===== src/rtl/mips_pkg.sv =====
// Shared defaults and loader state encoding for the instruction-memory loader.
package mips_pkg;

  localparam int          ADDR_W_DEF    = 8;
  localparam logic [31:0] HALT_WORD_DEF = 32'hFFFF_FFFF;

  localparam logic [1:0] ST_IDLE  = 2'd0;
  localparam logic [1:0] ST_RECV  = 2'd1;
  localparam logic [1:0] ST_WRITE = 2'd2;
  localparam logic [1:0] ST_DONE  = 2'd3;

endpackage


===== src/rtl/word_assembler.sv =====
// Big-endian byte-to-word assembler: first byte lands in bits [31:24].
module word_assembler (
  input  logic        clk,
  input  logic        rst_n,
  input  logic        clear,
  input  logic        en,
  input  logic        rx_valid,
  input  logic [7:0]  rx_data,
  output logic [31:0] word,
  output logic        word_ready
);

  logic [1:0] byte_cnt;

  always_ff @(posedge clk) begin
    if (!rst_n || clear) begin
      word     <= '0;
      byte_cnt <= '0;
    end else if (en && rx_valid) begin
      word     <= {word[23:0], rx_data};
      byte_cnt <= byte_cnt + 2'd1;
    end
  end

  // Pulses with the capture of the 4th byte; the counter wraps so the next
  // accepted byte (even one arriving during the write cycle) is byte 0.
  assign word_ready = en && rx_valid && (byte_cnt == 2'd3);

endmodule


===== src/rtl/instr_mem_loader.sv =====
// Loads a program received byte-wise into instruction memory, then hands the
// memory address port back to the fetch PC.
module instr_mem_loader
  import mips_pkg::*;
#(
  parameter int          ADDR_W    = ADDR_W_DEF,
  parameter logic [31:0] HALT_WORD = HALT_WORD_DEF
) (
  input  logic              i_clk,
  input  logic              i_rst_n,
  input  logic              i_start,
  input  logic [7:0]        i_rx_data,
  input  logic              i_rx_valid,
  input  logic [31:0]       i_pc,
  output logic [ADDR_W-1:0] o_mem_addr,
  output logic [31:0]       o_mem_data,
  output logic              o_mem_we,
  output logic              o_mem_ce,
  output logic              o_busy,
  output logic              o_done,
  output logic              o_overflow,
  output logic              o_misaligned,
  output logic [ADDR_W:0]   o_word_count
);

  logic [1:0]        state;
  logic [ADDR_W-1:0] ptr;
  logic              start_ok;
  logic              accept_en;
  logic              word_ready;
  logic [31:0]       word;
  logic              unused_pc_hi;

  assign start_ok  = i_start && (state == ST_IDLE || state == ST_DONE);
  assign accept_en = (state == ST_RECV) || (state == ST_WRITE);

  word_assembler u_asm (
    .clk        (i_clk),
    .rst_n      (i_rst_n),
    .clear      (start_ok),
    .en         (accept_en),
    .rx_valid   (i_rx_valid),
    .rx_data    (i_rx_data),
    .word       (word),
    .word_ready (word_ready)
  );

  always_ff @(posedge i_clk) begin
    if (!i_rst_n) begin
      state        <= ST_IDLE;
      ptr          <= '0;
      o_word_count <= '0;
      o_done       <= 1'b0;
      o_overflow   <= 1'b0;
    end else begin
      case (state)
        ST_IDLE, ST_DONE: begin
          if (i_start) begin
            state        <= ST_RECV;
            ptr          <= '0;
            o_word_count <= '0;
            o_done       <= 1'b0;
            o_overflow   <= 1'b0;
          end
        end
        ST_RECV: begin
          if (word_ready) state <= ST_WRITE;
        end
        ST_WRITE: begin
          ptr          <= ptr + 1'b1;
          o_word_count <= o_word_count + 1'b1;
          if (word == HALT_WORD) begin
            state  <= ST_DONE;
            o_done <= 1'b1;
          end else if (ptr == '1) begin
            state      <= ST_DONE;
            o_done     <= 1'b1;
            o_overflow <= 1'b1;
          end else begin
            state <= ST_RECV;
          end
        end
        default: state <= ST_IDLE;
      endcase
    end
  end

  assign o_busy       = accept_en;
  assign o_mem_we     = (state == ST_WRITE);
  assign o_mem_ce     = (state == ST_WRITE) || !o_busy;
  assign o_mem_data   = word;
  assign o_mem_addr   = o_busy ? ptr : i_pc[ADDR_W+1:2];
  assign o_misaligned = !o_busy && (i_pc[1:0] != 2'b00);
  assign unused_pc_hi = ^i_pc[31:ADDR_W+2];

endmodule


===== config.mk =====
export PLATFORM = sky130hd
export DESIGN_NAME = instr_mem_loader
export DESIGN_NICKNAME = d
export VERILOG_FILES = /design/src/rtl/mips_pkg.sv /design/src/rtl/word_assembler.sv /design/src/rtl/instr_mem_loader.sv
export SDC_FILE = /design/constraint.sdc
export NUM_CORES = 1
export LEC_CHECK = 0
export CAP_MARGIN = 30
export CORE_MARGIN = 2
export CORE_UTILIZATION = 30
export DETAILED_ROUTE_END_ITERATION = 10
export PLACE_DENSITY = 0.68
export SYNTH_ARGS = -nofsm -noshare
export SYNTH_HDL_FRONTEND = slang
export SYNTH_SLANG_ARGS = --single-unit
export TNS_END_PERCENT = 10

===== constraint.sdc =====
create_clock -name i_clk -period 4.6 [get_ports i_clk]
set_input_delay 0.46 -clock i_clk [delete_from_list [all_inputs] [get_ports i_clk]]
set_output_delay 0.46 -clock i_clk [all_outputs]
set_load 0.1 [all_outputs]

Yosys cells after proc, flatten, opt, wreduce, memory -nomap -nowiden:

Index checks and enable logic that the tools add are counted.

* add/subtract/negate cells: 3
* eq/ne operators: 11
* mux-type cells: 16
* reduce and logical (&&, ||, !) cells: 18

Operators with widths (count)
* $eq 32x32->1 const B: 1
* $pmux 9 s2: 1
* $mux 8: 2
* $pmux 8 s2: 1
* $add 9x1->9 const B: 1
* $mux 9: 1
* $add 8x1->8 const B: 1
* $eq 8x8->1 const B: 1
* $mux 2: 4
* $eq 2x2->1 const B: 3
* $pmux 2 s3: 1
* $logic_and 1x1->1: 4
* $logic_or 1x1->1: 4
* $mux 1: 4
* $ne 2x1->1 const B: 2
* $ne 2x2->1 const B: 2
* $pmux 1 s2: 2
* $reduce_and 2->1: 2
* $reduce_and 4->1: 1
* $reduce_bool 2->1: 2
* $ne 3x1->1 const B: 1
* $reduce_and 3->1: 1
* $add 2x1->2 const B: 1
* $eq 2x1->1 const B: 1
* other kinds (3): 4

* register bits: 55
* logic and storage cells: 55

Longest topological paths before layout:

Gate-level depths: netlist (run 1).

* depth in word-level cells: 6
* depth in mapped cells: 8

Cells and area by module:

A second synthesis (run 1) with hierarchy kept.

* cells, all modules: 298
* area, all modules: 2954.1 um^2

Modules (own cells, without submodules)
* word_assembler: instances 1, cells each 159, area each 1759.2 um^2, seq. area each 680.7 um^2
* instr_mem_loader: instances 1, cells each 139, area each 1194.9 um^2, seq. area each 420.4 um^2

Worst setup path after synthesis (run 1):

OpenSTA, ideal clock, no wires.

* kind: reg-to-output
* start point: reg state[0]
* end point: out o_misaligned
* arrival: 2.613 ns
* required time: 4.140 ns
* setup slack: 1.527 ns
* stages on the path, launching flop included: 6
* cells stage by stage: dfxtp_1 > inv_1 > ha_1 > buf_6 > inv_1 > nor2_1

* word-level cells in the longest chain between the ends: 4
* elaborated cells on any way between the ends: 5

Ends and longest elaborated chain
* start: declaration: line instr_mem_loader.sv:26 `logic [1:0] state;`
* start signal: assignment: line instr_mem_loader.sv:50 `state <= ST_IDLE;`
* start signal: assignment: line instr_mem_loader.sv:59 `state <= ST_RECV;`
* start signal: assignment: line instr_mem_loader.sv:67 `if (word_ready) state <= ST_WRITE;`
* $eq 2x1->1 or $eq 2x2->1 (tied branches): line instr_mem_loader.sv:35 `assign accept_en = (state == ST_RECV) || (state == ST_WRITE);`
* $logic_or 1x1->1 (*): line instr_mem_loader.sv:35
* net o_busy: line instr_mem_loader.sv:19 `output logic o_busy,`
* $logic_not 1->1 (*): line instr_mem_loader.sv:93 `assign o_misaligned = !o_busy && (i_pc[1:0] != 2'b00);`
* $logic_and 1x1->1 (*): line instr_mem_loader.sv:93
* end: declaration: line instr_mem_loader.sv:22 `output logic o_misaligned,`

The timed path passes the listed nets; every way through them passes the cells marked *.

Worst setup path in the final report (run 1):

* start point: reg state[0]
* end point: out o_misaligned

* word-level cells in the longest chain between the ends: 4
* elaborated cells on any way between the ends: 5

Ends and longest elaborated chain (line)
* $eq 2x1->1 or $eq 2x2->1 (tied branches): instr_mem_loader.sv:35
* $logic_or 1x1->1 (*): instr_mem_loader.sv:35
* $logic_not 1->1 (*): instr_mem_loader.sv:93
* $logic_and 1x1->1 (*): instr_mem_loader.sv:93

Every way passes the cells marked *; elsewhere a longest branch is shown, timed or not.

==> results.toml, run 1 <==
[grt]
first_global_vias = 2104
overflow = 0
grt_usage = 0.135
antenna_found_initial = 0
grt_max_degree = 35
grt_pass1_wl_um = 9580

[setup_path]
crit_required_ns = 4.14
worst-setup-path-type = "reg -> out"
critPathArrivalTime_ns = 2.95
start_kind = "flop"
cp-end-kind = "output pin"
critPathMaxFanout = 17

[layout]
final_nets = 408
drive_gt1_frac = 0.0752
fillCellCount = 764
multiInputGateArea_mm2 = 0.00120
regArea_mm2 = 0.00110
area_growth_pct = 42.1
n_antenna_cell = 0

[floorplanning]
start_util = 0.310
die_x_um = 93.4
io_pins = 99
fp.coreArea_mm2 = 0.00773
placementRows = 32
fp.dieH_um = 93.4
dieArea_mm2 = 0.00873

[placement]
gp_congestion = 0.818
port_buffers = 76
dp_hpwl_um = 4240

[sta]
finalSetupTns_ns = 0
clock-skew-final_ns = 0.00904
rsz0062_at_grt = "no"
fin_crit_sh = 0.742
setup_viol = 0
max_freq_ghz = 0.293
fin_crit_ns = 3.41
worst_pin_slew_ns = 1.01
maxSlewHeadroom = 0.326
slew_viol_final = 0
fin_hold_ws_ns = 0.471
finalHoldViolations = 0

[yosys]
seq_area_frac_synth = 0.459
synth_top_family_by_area = "simple AND/OR/NAND/NOR gates"
synth_top_cells_by_count = "nand2_1 (75), dfxtp_1 (55), a21oi_1 (35)"
synth_fa_ha_area_frac = 0.0313
synth_compound_area_frac = 0.113
yosysMostFrequentCell = "nand2_1"
syn-num-nets = 335
yosysTopAreaCell = "dfxtp_1"
yosys_warnings = 0
syn_inst = 285
synthFlopType = "dfxtp_1"
synth_edf_count = 0
synthTopCellsByArea = "dfxtp_1 (46%), nand2_1 (12%), a21oi_1 (7.3%)"
synth.avg_cell_area_um2 = 8.42
synth.mux.area_fraction = 0.0626
synthXorXnorAreaFrac = 0.0475
synth_top_area_frac = 0.459
async_flop_share = 0
synth-seq-cells = 55
synth.distinct_cells = 38
synth_area_mm2 = 0.00240
synth-simple-area-share = 0.246

[power]
powerDensity_mw_per_mm2 = 325
ir_drop_mv = 0.216
p_leak_nw = 1.13

[run_status]
status = "complete, no violations"

[drt]
wl_per_cell_um = 12.7
via_per_inst = 4.75
drtAntennaViolNets = 0
drt-pass1-iter-count = 4
drtIter0Drc = 106
vias = 2191
wl_um = 5840
post-route-drc-count = 0

[clock_network]
clock_latency_ns = 0.31
cts_root_buffer = "clkbuf_8"
tritoncts = "done"
postCtsHoldBufs = 0
path_clk_slew_ns = 0.10
post_cts_resized = 0
cts_setup_buffers = 0
clockBufferDepth = 2
htree_levels = 2
cts_made_buffers = 5
cts_num_sinks = 55

[run]
drv_cap = 0

[min_path]
hold_class = "reg -> reg"
[worst max-delay path, stage by stage (launching register included)]
cell and delay, ns:
dfxtp_1 0.39, inv_1 0.06, ha_1 0.74, inv_1 0.19
nor2_1 0.14, clkdlybuf4s50_1 1.14
[final timing paths]
path | startpoint | cells after the start | slack, ns | endpoint
min | u_asm.byte_cnt[1] | 2 | 0.47 | u_asm.byte_cnt[1]
max | state[0] | 5 | 1.19 | o_misaligned
min reg2reg | u_asm.byte_cnt[1] | 2 | 0.47 | u_asm.byte_cnt[1]
max reg2reg | state[0] | 7 | 2.37 | u_asm.word[10]
[through the flow]
step / total power [mW] / worst slack (ns) / area, um^2 / std cells / utilization
after floorplan: 0.709 / 1.53 / 2400 / 285 / -
after global placement: 0.770 / 1.54 / 3230 / 451 / 0.418
after detailed placement: 0.783 / 1.52 / 3290 / 453 / 0.425
after CTS: 1.12 / 1.15 / 3410 / 461 / 0.441
after global routing: 1.15 / 1.03 / 3410 / 461 / 0.441
final: 1.11 / 1.19 / 3410 / 461 / 0.441
[per-layer routing]
| layer | GRT usage | share of wire |
|---|---|---|
| met1 | 0.163 | 0.45 |
| met2 | 0.232 | 0.48 |
| met3 | 0.0371 | 0.056 |
| met4 | 0.0417 | 0.013 |
| met5 | 0 | 0 |
[registers in the layout (all words and copies together) (netlist names)]
register / count
u_asm.word: 32
o_word_count: 9
ptr: 8
state: 2
u_asm.byte_cnt: 2
o_done: 1
o_overflow: 1
[report_power, final]
group,internal [mW],switching [mW],leakage (nW)
Sequential,0.481,0.00552,0.443
Combinational,0.0836,0.201,0.628
Clock,0.179,0.158,0.0618
[cell usage in the layout, fill, tap and decap left out, types with 6 or more instances in the layout]
| master | n |
|---|---|
| xor2_1 | 8 |
| inv_1 | 7 |
| ha_1 | 6 |
| a21oi_1 | 35 |
| nor2_1 | 19 |
| nand2_1 | 75 |
| nand3_1 | 6 |
| mux2_2 | 10 |
| dfxtp_1 | 55 |
| clkdlybuf4s50_1 | 76 |
| nand4_1 | 13 |
| clkbuf_8 | 6 |
[area by class of cell]
class / instances / area share
tap: 102 / 0.0374
inverter: 7 / 0.00771
sequential: 55 / 0.323
timing repair buffer: 80 / 0.244
clock buffer: 6 / 0.0242
clock inverter: 2 / 0.0114
multi-input combinational: 209 / 0.352
[kinds of logic (layout without fill, tap and decap cells)]
kind of cell,Yosys count,in the layout
simple gates,130,130
flops,55,55
compound gates,48,48
buf+inv,21,95
xor+xnor,13,13
mux,12,12
fa+ha+maj,6,6
Note: power is estimated with default switching activity, not from simulation.
==> inputs of run 2 (changes only) <==
--- a/config.mk
+++ b/config.mk
@@ -9,7 +9,7 @@
 export CORE_MARGIN = 2
 export CORE_UTILIZATION = 30
 export DETAILED_ROUTE_END_ITERATION = 10
-export PLACE_DENSITY = 0.68
+export PLACE_DENSITY = 0.71
 export SYNTH_ARGS = -nofsm -noshare
 export SYNTH_HDL_FRONTEND = slang
 export SYNTH_SLANG_ARGS = --single-unit
==> constraint.sdc (replaced) <==
create_clock -name i_clk -period 3.1 [get_ports i_clk]
set_input_delay 0.31 -clock i_clk [delete_from_list [all_inputs] [get_ports i_clk]]
set_output_delay 0.31 -clock i_clk [all_outputs]
set_load 0.1 [all_outputs]
==> run 2 against run 1 <==
Hold slack worse by 0.0014 ns. Die area unchanged. Setup slack worse by 0.54 ns. Register-to-register slack worse by 1.5 ns. Combinational power up 42%. Clock-buffer cell count down 1. Sequential cell count unchanged. Critical path type unchanged. Critical endpoint is now o_mem_addr[2]. Largest power group unchanged. Highest routed layer unchanged.
==> results.toml, run 2 (synthesized netlist as in run 1, its figures left out) <==
[drt]
met2_length_um = 2560
met3WireLength_um = 302
via_per_inst = 4.68
vias = 2157
m1WireLength_um = 2720
post-route-drc-count = 0
wl_um = 5630
drtAntennaViolNets = 0
drtIter0Drc = 88
top_layer_used = "met4"
wl_per_cell_um = 12.2
drt-pass1-iter-count = 4

[clock_network]
path_clk_slew_ns = 0.10
clock_latency_ns = 0.30
post_cts_resized = 0
postCtsHoldBufs = 0
cts_setup_buffers = 0
htree_levels = 2
cts_num_sinks = 55
cts_made_buffers = 5
cts_root_buffer = "clkbuf_8"
clockBufferDepth = 2
tritoncts = "done"

[grt]
grt_max_degree = 35
antenna_found_initial = 0
overflow = 0
grt_usage = 0.129
grt_pass1_wl_um = 9330
first_global_vias = 2012

[sta]
fin_ws_ns = 0.650
worst_pin_slew_ns = 0.980
maxSlewHeadroom = 0.345
setup_viol = 0
finalSetupTns_ns = 0
fin_crit_sh = 0.790
max_freq_ghz = 0.408
slew_viol_final = 0
finalHoldViolations = 0
fin_crit_ns = 2.45
rsz0062_at_grt = "no"
clock-skew-final_ns = 0.00735

[setup_path]
crit_family = "adder cells"
start_kind = "flop"
critPathMaxFanout = 17
crit_chain = "inv_1, ha_1, mux2_2, buf_4"
cp_slowest_cell = "ha_1"
cp-end-kind = "output pin"
path_buf_inv = 2
crit_required_ns = 2.79
cpPeakStageDelay_ns = 0.75
critPathArrivalTime_ns = 2.14
worst-setup-path-type = "reg -> out"

[floorplanning]
fp.dieH_um = 93.4
die_x_um = 93.4
start_util = 0.310
io_pins = 99
placementRows = 32
fp.coreArea_mm2 = 0.00773
dieArea_mm2 = 0.00873

[power]
power_mw = 1.52
ir_drop_mv = 0.240
p_leak_nw = 1.13
powerDensity_mw_per_mm2 = 462

[placement]
dp_hpwl_um = 4130
port_buffers = 76
pre_cts_ws_ns = 0.896
gp_congestion = 0.743
dpl.cell_count = 453

[layout]
postLayoutCoreUtil = 0.425
multiInputGateArea_mm2 = 0.00120
drive_gt1_frac = 0.128
area_growth_pct = 37.0
largest_reg_flops = 32
finalNonFillerCells = 461
n_antenna_cell = 0
regArea_mm2 = 0.00110
fillCellCount = 776
top_regs = "u_asm.word: 32 flops, o_word_count: 9 flops, ptr: 8 flops"
mostFrequentLayoutCell = "nand2_1"
max_flop_register = "u_asm.word"
final_cell_mix = "nand2_1 (75), clkdlybuf4s50_1 (57), dfxtp_1 (55)"
final_nets = 408

[min_path]
hold_class = "reg -> reg"

[run]
drv_cap = 0

[run_status]
status = "complete, no violations"
run 2: cell count changes in the layout (fill, tap and decap cells not counted), sizes merged:
cell / change
buf: +19
clkdlybuf4s50: -19
clkinv: +2
bufinv: -1
clkbuf: -1
run 2: final timing paths:
check,from,endpoint,slack [ns],cells after the start
min,u_asm.byte_cnt[1],u_asm.byte_cnt[1],0.47,2
max,state[0],o_mem_addr[2],0.65,4
min reg2reg,u_asm.byte_cnt[1],u_asm.byte_cnt[1],0.47,2
max reg2reg,state[0],o_overflow,0.88,7
run 2: cell type report:
type / count / area share
well taps: 102 / 0.0388
repair buffers: 80 / 0.226
inverters: 7 / 0.00799
clock buffers: 5 / 0.0209
multi-input cells: 209 / 0.365
clock inverters: 3 / 0.00571
flip-flops and latches: 55 / 0.335
run 2: where the power goes:
part / internal [mW] / switching (mW)
Sequential: 0.714 / 0.00829
Clock: 0.160 / 0.233
Combinational: 0.106 / 0.296
run 2: metal layers:
metal / vias up / track usage
li1: 1121 / -
met1: 979 / 0.174
met2: 52 / 0.209
met3: 5 / 0.0290
met4: 0 / 0.0331
met5: - / 0
run 2: worst register-to-register path, cell delays in order (launching register included):
cell and delay (ns):
dfxtp_1 0.39, inv_1 0.06, ha_1 0.75, nand2_1 0.15
o21ai_1 0.25, buf_4 0.24, nor3_1 0.09, a22o_1 0.20
run 2: per-stage QoR:
stage                     hold WS, ns  cell area [um^2]
after floorplan                 0.440              2400
after global routing            0.495              3290
after CTS                       0.473              3290
after global placement          0.447              3200
after detailed placement        0.459              3200
final                           0.470              3290
